`src/rtl/oclib_pkg.sv`:
```
// Shared types for the oclib reset sequencer.
package oclib_pkg;

  typedef enum logic [1:0] {
    HOLD,
    RELEASE,
    DONE
  } oclib_reset_seq_state_e;

endpackage

```
`src/rtl/oclib_reset_release_sync.sv`:
```
// Reset synchroniser: asserts asynchronously, deasserts after Depth clock edges.
module oclib_reset_release_sync #(
  parameter int unsigned Depth = 3
) (
  input  logic clock,
  input  logic resetN,
  output logic synced
);

  (* ASYNC_REG = "TRUE", DONT_TOUCH = "TRUE" *) logic [Depth-1:0] sync_q;

  // Shift ones in once reset is released; any low on resetN clears the chain.
  always_ff @(posedge clock or negedge resetN) begin
    if (!resetN) begin
      sync_q <= '0;
    end else begin
      sync_q <= {sync_q[Depth-2:0], 1'b1};
    end
  end

  assign synced = sync_q[Depth-1];

endmodule

```
`src/rtl/oclib_reset_sequencer.sv`:
```
// Multi-channel reset sequencer: common assert, staggered release, min assert width.
module oclib_reset_sequencer #(
  parameter int unsigned Channels        = 4,
  parameter int unsigned SyncCycles      = 3,
  parameter int unsigned MinAssertCycles = 16,
  parameter int unsigned ReleaseGap      = 8,
  parameter int unsigned ResetPipeline   = 0
) (
  input  logic                clock,
  input  logic                resetN,
  input  logic                softReset,
  output logic [Channels-1:0] out,
  output logic                ready,
  output logic                busy
);

  import oclib_pkg::*;

  localparam int unsigned CntMax = (MinAssertCycles > ReleaseGap) ? MinAssertCycles : ReleaseGap;
  localparam int unsigned CntW   = $clog2(CntMax + 1);
  localparam int unsigned IdxW   = $clog2(Channels + 1);
  localparam int unsigned MinM1  = MinAssertCycles - 1;
  localparam int unsigned GapM1  = (ReleaseGap > 0) ? ReleaseGap - 1 : 0;
  localparam logic [Channels-1:0] ChOne = Channels'(1);

  oclib_reset_seq_state_e state;
  logic [CntW-1:0]     cnt;
  logic [CntW-1:0]     cnt_inc_c;
  logic [IdxW-1:0]     idx;
  logic [Channels-1:0] ch;
  logic                done_q;
  logic                busy_q;
  logic                rst_sync;
  logic                req_c;

  oclib_reset_release_sync #(
    .Depth (SyncCycles)
  ) u_sync (
    .clock  (clock),
    .resetN (resetN),
    .synced (rst_sync)
  );

  assign req_c     = !rst_sync || softReset;
  assign cnt_inc_c = (cnt == '1) ? cnt : cnt + CntW'(1);

  // Sequencer FSM: hold for the minimum width, then release channels in order.
  always_ff @(posedge clock or negedge resetN) begin
    if (!resetN) begin
      state  <= HOLD;
      cnt    <= '0;
      idx    <= '0;
      ch     <= '1;
      done_q <= 1'b0;
      busy_q <= 1'b1;
    end else if (req_c) begin
      state  <= HOLD;
      cnt    <= '0;
      idx    <= '0;
      ch     <= '1;
      done_q <= 1'b0;
      busy_q <= 1'b1;
    end else begin
      case (state)
        HOLD: begin
          if (cnt >= CntW'(MinM1)) begin
            cnt <= '0;
            if (ReleaseGap == 0 || Channels == 1) begin
              ch     <= '0;
              state  <= DONE;
              done_q <= 1'b1;
              busy_q <= 1'b0;
            end else begin
              ch    <= ch & ~ChOne;
              idx   <= IdxW'(1);
              state <= RELEASE;
            end
          end else begin
            cnt <= cnt_inc_c;
          end
        end
        RELEASE: begin
          if (cnt >= CntW'(GapM1)) begin
            cnt <= '0;
            ch  <= ch & ~(ChOne << idx);
            idx <= idx + IdxW'(1);
            if (idx == IdxW'(Channels - 1)) begin
              state  <= DONE;
              done_q <= 1'b1;
              busy_q <= 1'b0;
            end
          end else begin
            cnt <= cnt_inc_c;
          end
        end
        DONE: begin
        end
        default: state <= HOLD;
      endcase
    end
  end

  assign busy = busy_q;

  if (ResetPipeline == 0) begin : g_nopipe
    assign out   = ch;
    assign ready = done_q;
  end else begin : g_pipe
    logic [Channels-1:0]      out_q [ResetPipeline];
    logic [ResetPipeline-1:0] rdy_q;

    // Fanout stages on out/ready; out stages set asynchronously with resetN.
    always_ff @(posedge clock or negedge resetN) begin
      if (!resetN) begin
        for (int i = 0; i < int'(ResetPipeline); i++) out_q[i] <= '1;
        rdy_q <= '0;
      end else begin
        out_q[0] <= ch;
        rdy_q[0] <= done_q;
        for (int i = 1; i < int'(ResetPipeline); i++) begin
          out_q[i] <= out_q[i-1];
          rdy_q[i] <= rdy_q[i-1];
        end
      end
    end

    assign out   = out_q[ResetPipeline-1];
    assign ready = rdy_q[ResetPipeline-1];
  end

endmodule
```
`config.mk`:
```
export PLATFORM = sky130hd
export DESIGN_NAME = oclib_reset_sequencer
export DESIGN_NICKNAME = d
export VERILOG_FILES = /design/src/rtl/oclib_pkg.sv /design/src/rtl/oclib_reset_release_sync.sv /design/src/rtl/oclib_reset_sequencer.sv
export SDC_FILE = /design/constraint.sdc
export NUM_CORES = 1
export LEC_CHECK = 0
export ABC_AREA = 1
export BUFFER_PORTS_ARGS = -buffer_cell sky130_fd_sc_hd__buf_2
export CORE_MARGIN = 1.5
export CORE_UTILIZATION = 28
export DETAILED_ROUTE_END_ITERATION = 10
export PLACE_DENSITY = 0.51
export REMOVE_ABC_BUFFERS = 1
export SLEW_MARGIN = 10
export SYNTH_ARGS = -nofsm -noshare
export SYNTH_HDL_FRONTEND = slang
export SYNTH_SLANG_ARGS = --single-unit
```
`constraint.sdc`:
```
create_clock -name clock -period 3.1 [get_ports clock]
set_input_delay 0.465 -clock clock [delete_from_list [all_inputs] [get_ports clock]]
set_output_delay 0.465 -clock clock [all_outputs]
set_load 0.01 [all_outputs]
```
; ---- Word level (Yosys, flattened, before mapping)
; Index checks and enable logic that the tools add are counted.
[totals]
register_bits = 19
input_bits = 3
output_inout_bits = 6
elab_cells = 61
[classes]
n_addsub = 2
order_cmp = 2
eq_ne = 9
shift = 1
mux = 26
n_bitwise = 2
n_reduce_logical = 11
[op_table]
columns = operator, count
row1 = $mux W5, 4
row2 = $pmux W5 S2, 1
row3 = $mux W1, 9
row4 = $mux W3, 3
row5 = $ne A3 B3 Y1 const B, 3
row6 = $reduce_and A3 Y1, 3
row7 = $mux W2, 4
row8 = $mux W4, 2
row9 = $pmux W4 S2, 1
row10 = $pmux W2 S3, 1
row11 = $pmux W3 S2, 1
row12 = $reduce_bool A2 Y1, 3
row13 = $add A5 B1 Y5 const B, 1
row14 = $eq A5 B5 Y1 const B, 1
row15 = $ge A5 B3 Y1 const B, 1
row16 = $ge A5 B4 Y1 const B, 1
row17 = $and A4 B4 Y4, 1
row18 = $ne A2 B2 Y1 const B, 2
row19 = $not A4 Y4, 1
row20 = $reduce_and A4 Y1, 1
row21 = $shl A1 B3 Y4 const A, 1
row22 = $add A3 B1 Y3 const B, 1
row23 = $eq A3 B2 Y1 const B, 1
row24 = $reduce_bool A3 Y1, 1
row25 = 5 further kinds, 5

; ---- Longest topological paths before layout
[depth]
word_depth = 6
depth_mapped = 9
ltp_nobuf = 9

; ---- Cells and area by module
; A second synthesis with hierarchy kept.
[unflattened]
hier_cells = 124
hier_area_um2 = 1079.8
[modules_own_cells]
columns = module, n_inst, cells_per_inst, area_each_um2, seq_area_each_um2
row1 = oclib_reset_sequencer, 1, 120, 1001.0, 406.6
row2 = oclib_reset_release_sync, 1, 4, 78.8, 75.1

; ---- Worst setup path after synthesis
; No wires, ideal clock.
[synth_path]
path_type = register to register
from = register cnt[0]
to = register idx[0]
setup_ns = 0.065
arrival_ns = 1.226
t_required_ns = 3.035
setup_slack_ns = 1.808
stages_incl_launch_ff = 9
n_path_buf = 0
period_less_slack_ns = 1.292
path_cell_list = dfrtp_1 > ha_1 > nand2_1 > nand2_1 > nor2_4 > nand2_4 > nand3_4 > nand2_1 > nand2_1
[synth_via]
elab_chain_cells = 3
elab_cells_between_ends = 5
classes_between = order compare: 2 / eq/ne: 2 / reduce/logical: 1
[synth_rtl]
columns = item, line
row1 = "start, declared", oclib_reset_sequencer.sv:27  ; logic [CntW-1:0] cnt;
row2 = "start signal, assigned", oclib_reset_sequencer.sv:79  ; cnt <= cnt_inc_c;
row3 = "start signal, assigned", oclib_reset_sequencer.sv:93  ; cnt <= cnt_inc_c;
row4 = $ge A5 B3 Y1 or $ge A5 B4 Y1 (tied branches), "oclib_reset_sequencer.sv:83, oclib_reset_sequencer.sv:66"
row5 = $ne A3 B3 Y1 (no line), -
row6 = $reduce_and A3 Y1 (no line) *, -
row7 = "end signal, assigned", oclib_reset_sequencer.sv:75  ; idx <= IdxW'(1);
row8 = "end signal, assigned", oclib_reset_sequencer.sv:86  ; idx <= idx + IdxW'(1);
row9 = "end, declared", oclib_reset_sequencer.sv:29  ; logic [IdxW-1:0] idx;
; Mark *: on every way between the ends. The rest lies on a longest branch, timed or not.
; A chain may end at the register's enable or synchronous reset.

; ---- Worst setup path in the final report
[layout_path]
from = register cnt[0]
to = register idx[1]
; The elaborated chain is that of the path after synthesis.

==> reports/summary.txt <==
Crit Path Category - reg -> reg
Sequential Power Share - 56.6%
Post-synth top flop - dfrtp_1
clk_skew - 0.002292 ns
Vias - 786
sequential area share after synthesis - 45.03%
outcome - finished clean
CP Buf/Inv Count - 0
part of the cycle the worst path needs - 45.40%
initial antenna violation count - 0
Slew Limit Fails - 0
Mean Syn Cell Area - 8.769 µm²
final-layout fill cell count - 391
RSZ-0062 raised after global routing - false
Unique masters post-synth - 25
CP endpoint kind - flip-flop
Startpoint Class - flip-flop
drc violations - 0
GP Congestion - 0.8799
Post-synth EDFFs - 0
Hold Buf Count CTS - 0
root buf cell - clkbuf_8
Critical Path Fanout Max - 8
I/O Buffers - 8
Core Rows - 22
maximum vdd ir drop - 0.2068 mV
pre-CTS worst setup slack - 1.704 ns
pwr/cell area - 376.2 mW/mm²
clock transition at the registers of the reported paths - 0.07 ns
maxcap violations - 0
Worst Path Required - 3.29 ns
Final min period - 1.407 ns
CTS tree - yes
overall die height - 64.81 µm
Sw Share - 22.91%
All-Layer GR Usage - 10.62%
cell mode on critical path - nand2_1
die width - 64.81 µm
TritonRoute pass-1 iters - 4
wire per inst - 10.25 µm
Syn. warnings - 0
slowest cell on the critical path - dfrtp_1
post-synth top area cell - dfrtp_1
number of diodes - 0
top cell type's share of synthesized area - 32.75%
Die Footprint - 0.004200 mm²
Final Hold Vio Count - 0
most common cell in the netlist - nand2_1
Fmax achieved - 0.7105 GHz
total of cells resized after clock tree synthesis - 0
register area - 481.7 µm²
worst hold path class - in -> async
Int Pwr - 0.3527 mW
asr flop ratio synth - 100.0%
Psw - 0.1048 mW
pin count of the biggest net entering global routing - 20
total gr overflow - 0
Crit path largest cell delay - 0.43 ns
Setup TNS - 0 ns
Synth Instances - 122
CTS Sinks - 19
Crit path max-delay family - simple AND/OR/NAND/NOR gates
combinational share of power - 6.4%
htree depth - 1
flops & latches, synth - 19
num ports - 9
share of cells above drive strength 1 - 27.61%
Core ar. - 0.003661 mm²
first-pass GRT wire length - 3477 µm
Detail Placement HPWL - 1419 µm
Bufs on Longest Clock Path - 2
post-route worst setup slack - 1.693 ns
wirelength, routed - 1865 µm
CTS buffer count - 3
clock power share - 37.0%
synthesized cell area - 0.001070 mm²
Setup Viol. Count Final - 0
area of the multi-input gates - 521.8 µm²
later-pin clock latency in the skew report - 0.25 ns
Initial DRC Count - 21
Antenna Nets Post-Route - 0
ranking of synthesized cells by area - dfrtp_1 33%, dfstp_2 12%, nand2_1 12%
Starting Density - 29.22%
arrival time worst endpoint - 1.60 ns
final net count - 144
post-CTS setup buffer count - 0
Post-synth top cells - 33 x nand2_1, 14 x dfrtp_1, 13 x inv_1, 10 x nand3_1, 7 x nor2_1
worst path cell trace - ha_1 -> nand3_1 -> nand2_1 -> nor2_1 -> nand2_4 -> nand3_4 -> nand2_1 -> nand2_1
vias in the first global route - 810
vias per inst - 4.319
Lkg Pwr - 0.6313 nW
Area Overhead vs Synth - 13.68%
==> layer usage <==
layer  part of all wire [%]  vias to the layer above  GRT usage (%)
met3                    1.7                        0          1.563
met2                     50                        4          17.27
met5                      0                        -              0
met1                     49                      369          13.94
met4                      0                        0          4.787
li1                       -                      413              -
==> through the flow <==
step,power (mW),std cells,area (µm²),hold slack [ns],utilization [%]
2_1_floorplan,0.2816,122,1070,0.1694,-
3_3_place_gp,0.2940,178,1170,0.3334,31.95
3_5_place_dp,0.2936,178,1170,0.3371,31.95
4_1_cts,0.4664,182,1216,0.1453,33.22
5_1_grt,0.4798,182,1216,0.1662,33.22
6_report,0.4575,182,1216,0.1341,33.22
==> registers in the layout (all words and copies together), names as in the netlist <==
name and cells:
busy 1, out 4, ready 1, u_sync.sync_q 3, idx 3, cnt 5, state 2
==> power by group through the flow <==
stage	registers (mW)	clock network (mW)	logic (mW)
5_1_grt	0.260	0.186	0.0344
4_1_cts	0.259	0.177	0.0303
2_1_floorplan	0.263	0	0.0184
6_report	0.259	0.169	0.0295
3_3_place_gp	0.263	0	0.0307
3_5_place_dp	0.264	0	0.0300
==> cell usage in the layout (no fill, tap or decap) <==
| master | instances |
|---|---|
| nand3_2 | 2 |
| nand2_4 | 5 |
| a21oi_2 | 1 |
| dfstp_2 | 5 |
| nor2_4 | 3 |
| nor2_1 | 7 |
| nand3_1 | 10 |
| nand3_4 | 1 |
| inv_4 | 1 |
| inv_1 | 13 |
| buf_2 | 8 |
| conb_1 | 1 |
| nor3_2 | 1 |
| clkinv_2 | 1 |
| nand4_1 | 6 |
| xnor2_1 | 1 |
| nor3_1 | 1 |
| nor2_2 | 1 |
| a21oi_1 | 1 |
| inv_2 | 3 |
| nand2_1 | 33 |
| dfrtp_1 | 14 |
| ha_1 | 6 |
| o21ai_0 | 2 |
| o22ai_1 | 1 |
| o21ai_1 | 1 |
| clkbuf_8 | 3 |
| nand2_2 | 2 |
==> final timing paths <==
kind	startpoint	end	slack, ns	cells past startpoint
hold reg to reg	u_sync.sync_q[0]	u_sync.sync_q[1]	0.35	0
max in group asynchronous	resetN	out[0]	2.64	1
hold / removal	resetN	ready	0.13	1
setup reg to reg	cnt[0]	idx[1]	1.69	8
min in group clock	u_sync.sync_q[0]	u_sync.sync_q[1]	0.35	0
setup / recovery	cnt[0]	idx[1]	1.69	8
==> cell families (layout without fill, tap and decap cells) <==
family,count (synthesis),after routing,share of synthesized area (%)
buffers and inverters,17,29,6.199
adders and majority gates,6,6,7.017
xor gates and xnor gates,1,1,0.8189
DFF,19,19,45.03
AOI/OAI and AO/OA,6,6,3.275
and+or+nand+nor,72,72,37.31
other,1,1,0.3505
==> worst reg2reg max path: stages, from the launching register on <==
cell,delay [ns]
dfrtp_1,0.43
ha_1,0.25
nand3_1,0.10
nand2_1,0.07
nor2_1,0.18
nand2_4,0.12
nand3_4,0.10
nand2_1,0.06
nand2_1,0.05
==> layout make-up <==
cell class                      instances  area share, %
Multi-Input combinational cell         86          42.90
Sequential cell                        19          39.61
Inverter                               17          5.453
Tap cell                               48          4.938
Clock buffer                            3          3.395
Timing Repair Buffer                    8          3.292
Clock inverter                          1         0.4115
Note: power is estimated with default switching activity, not from simulation.
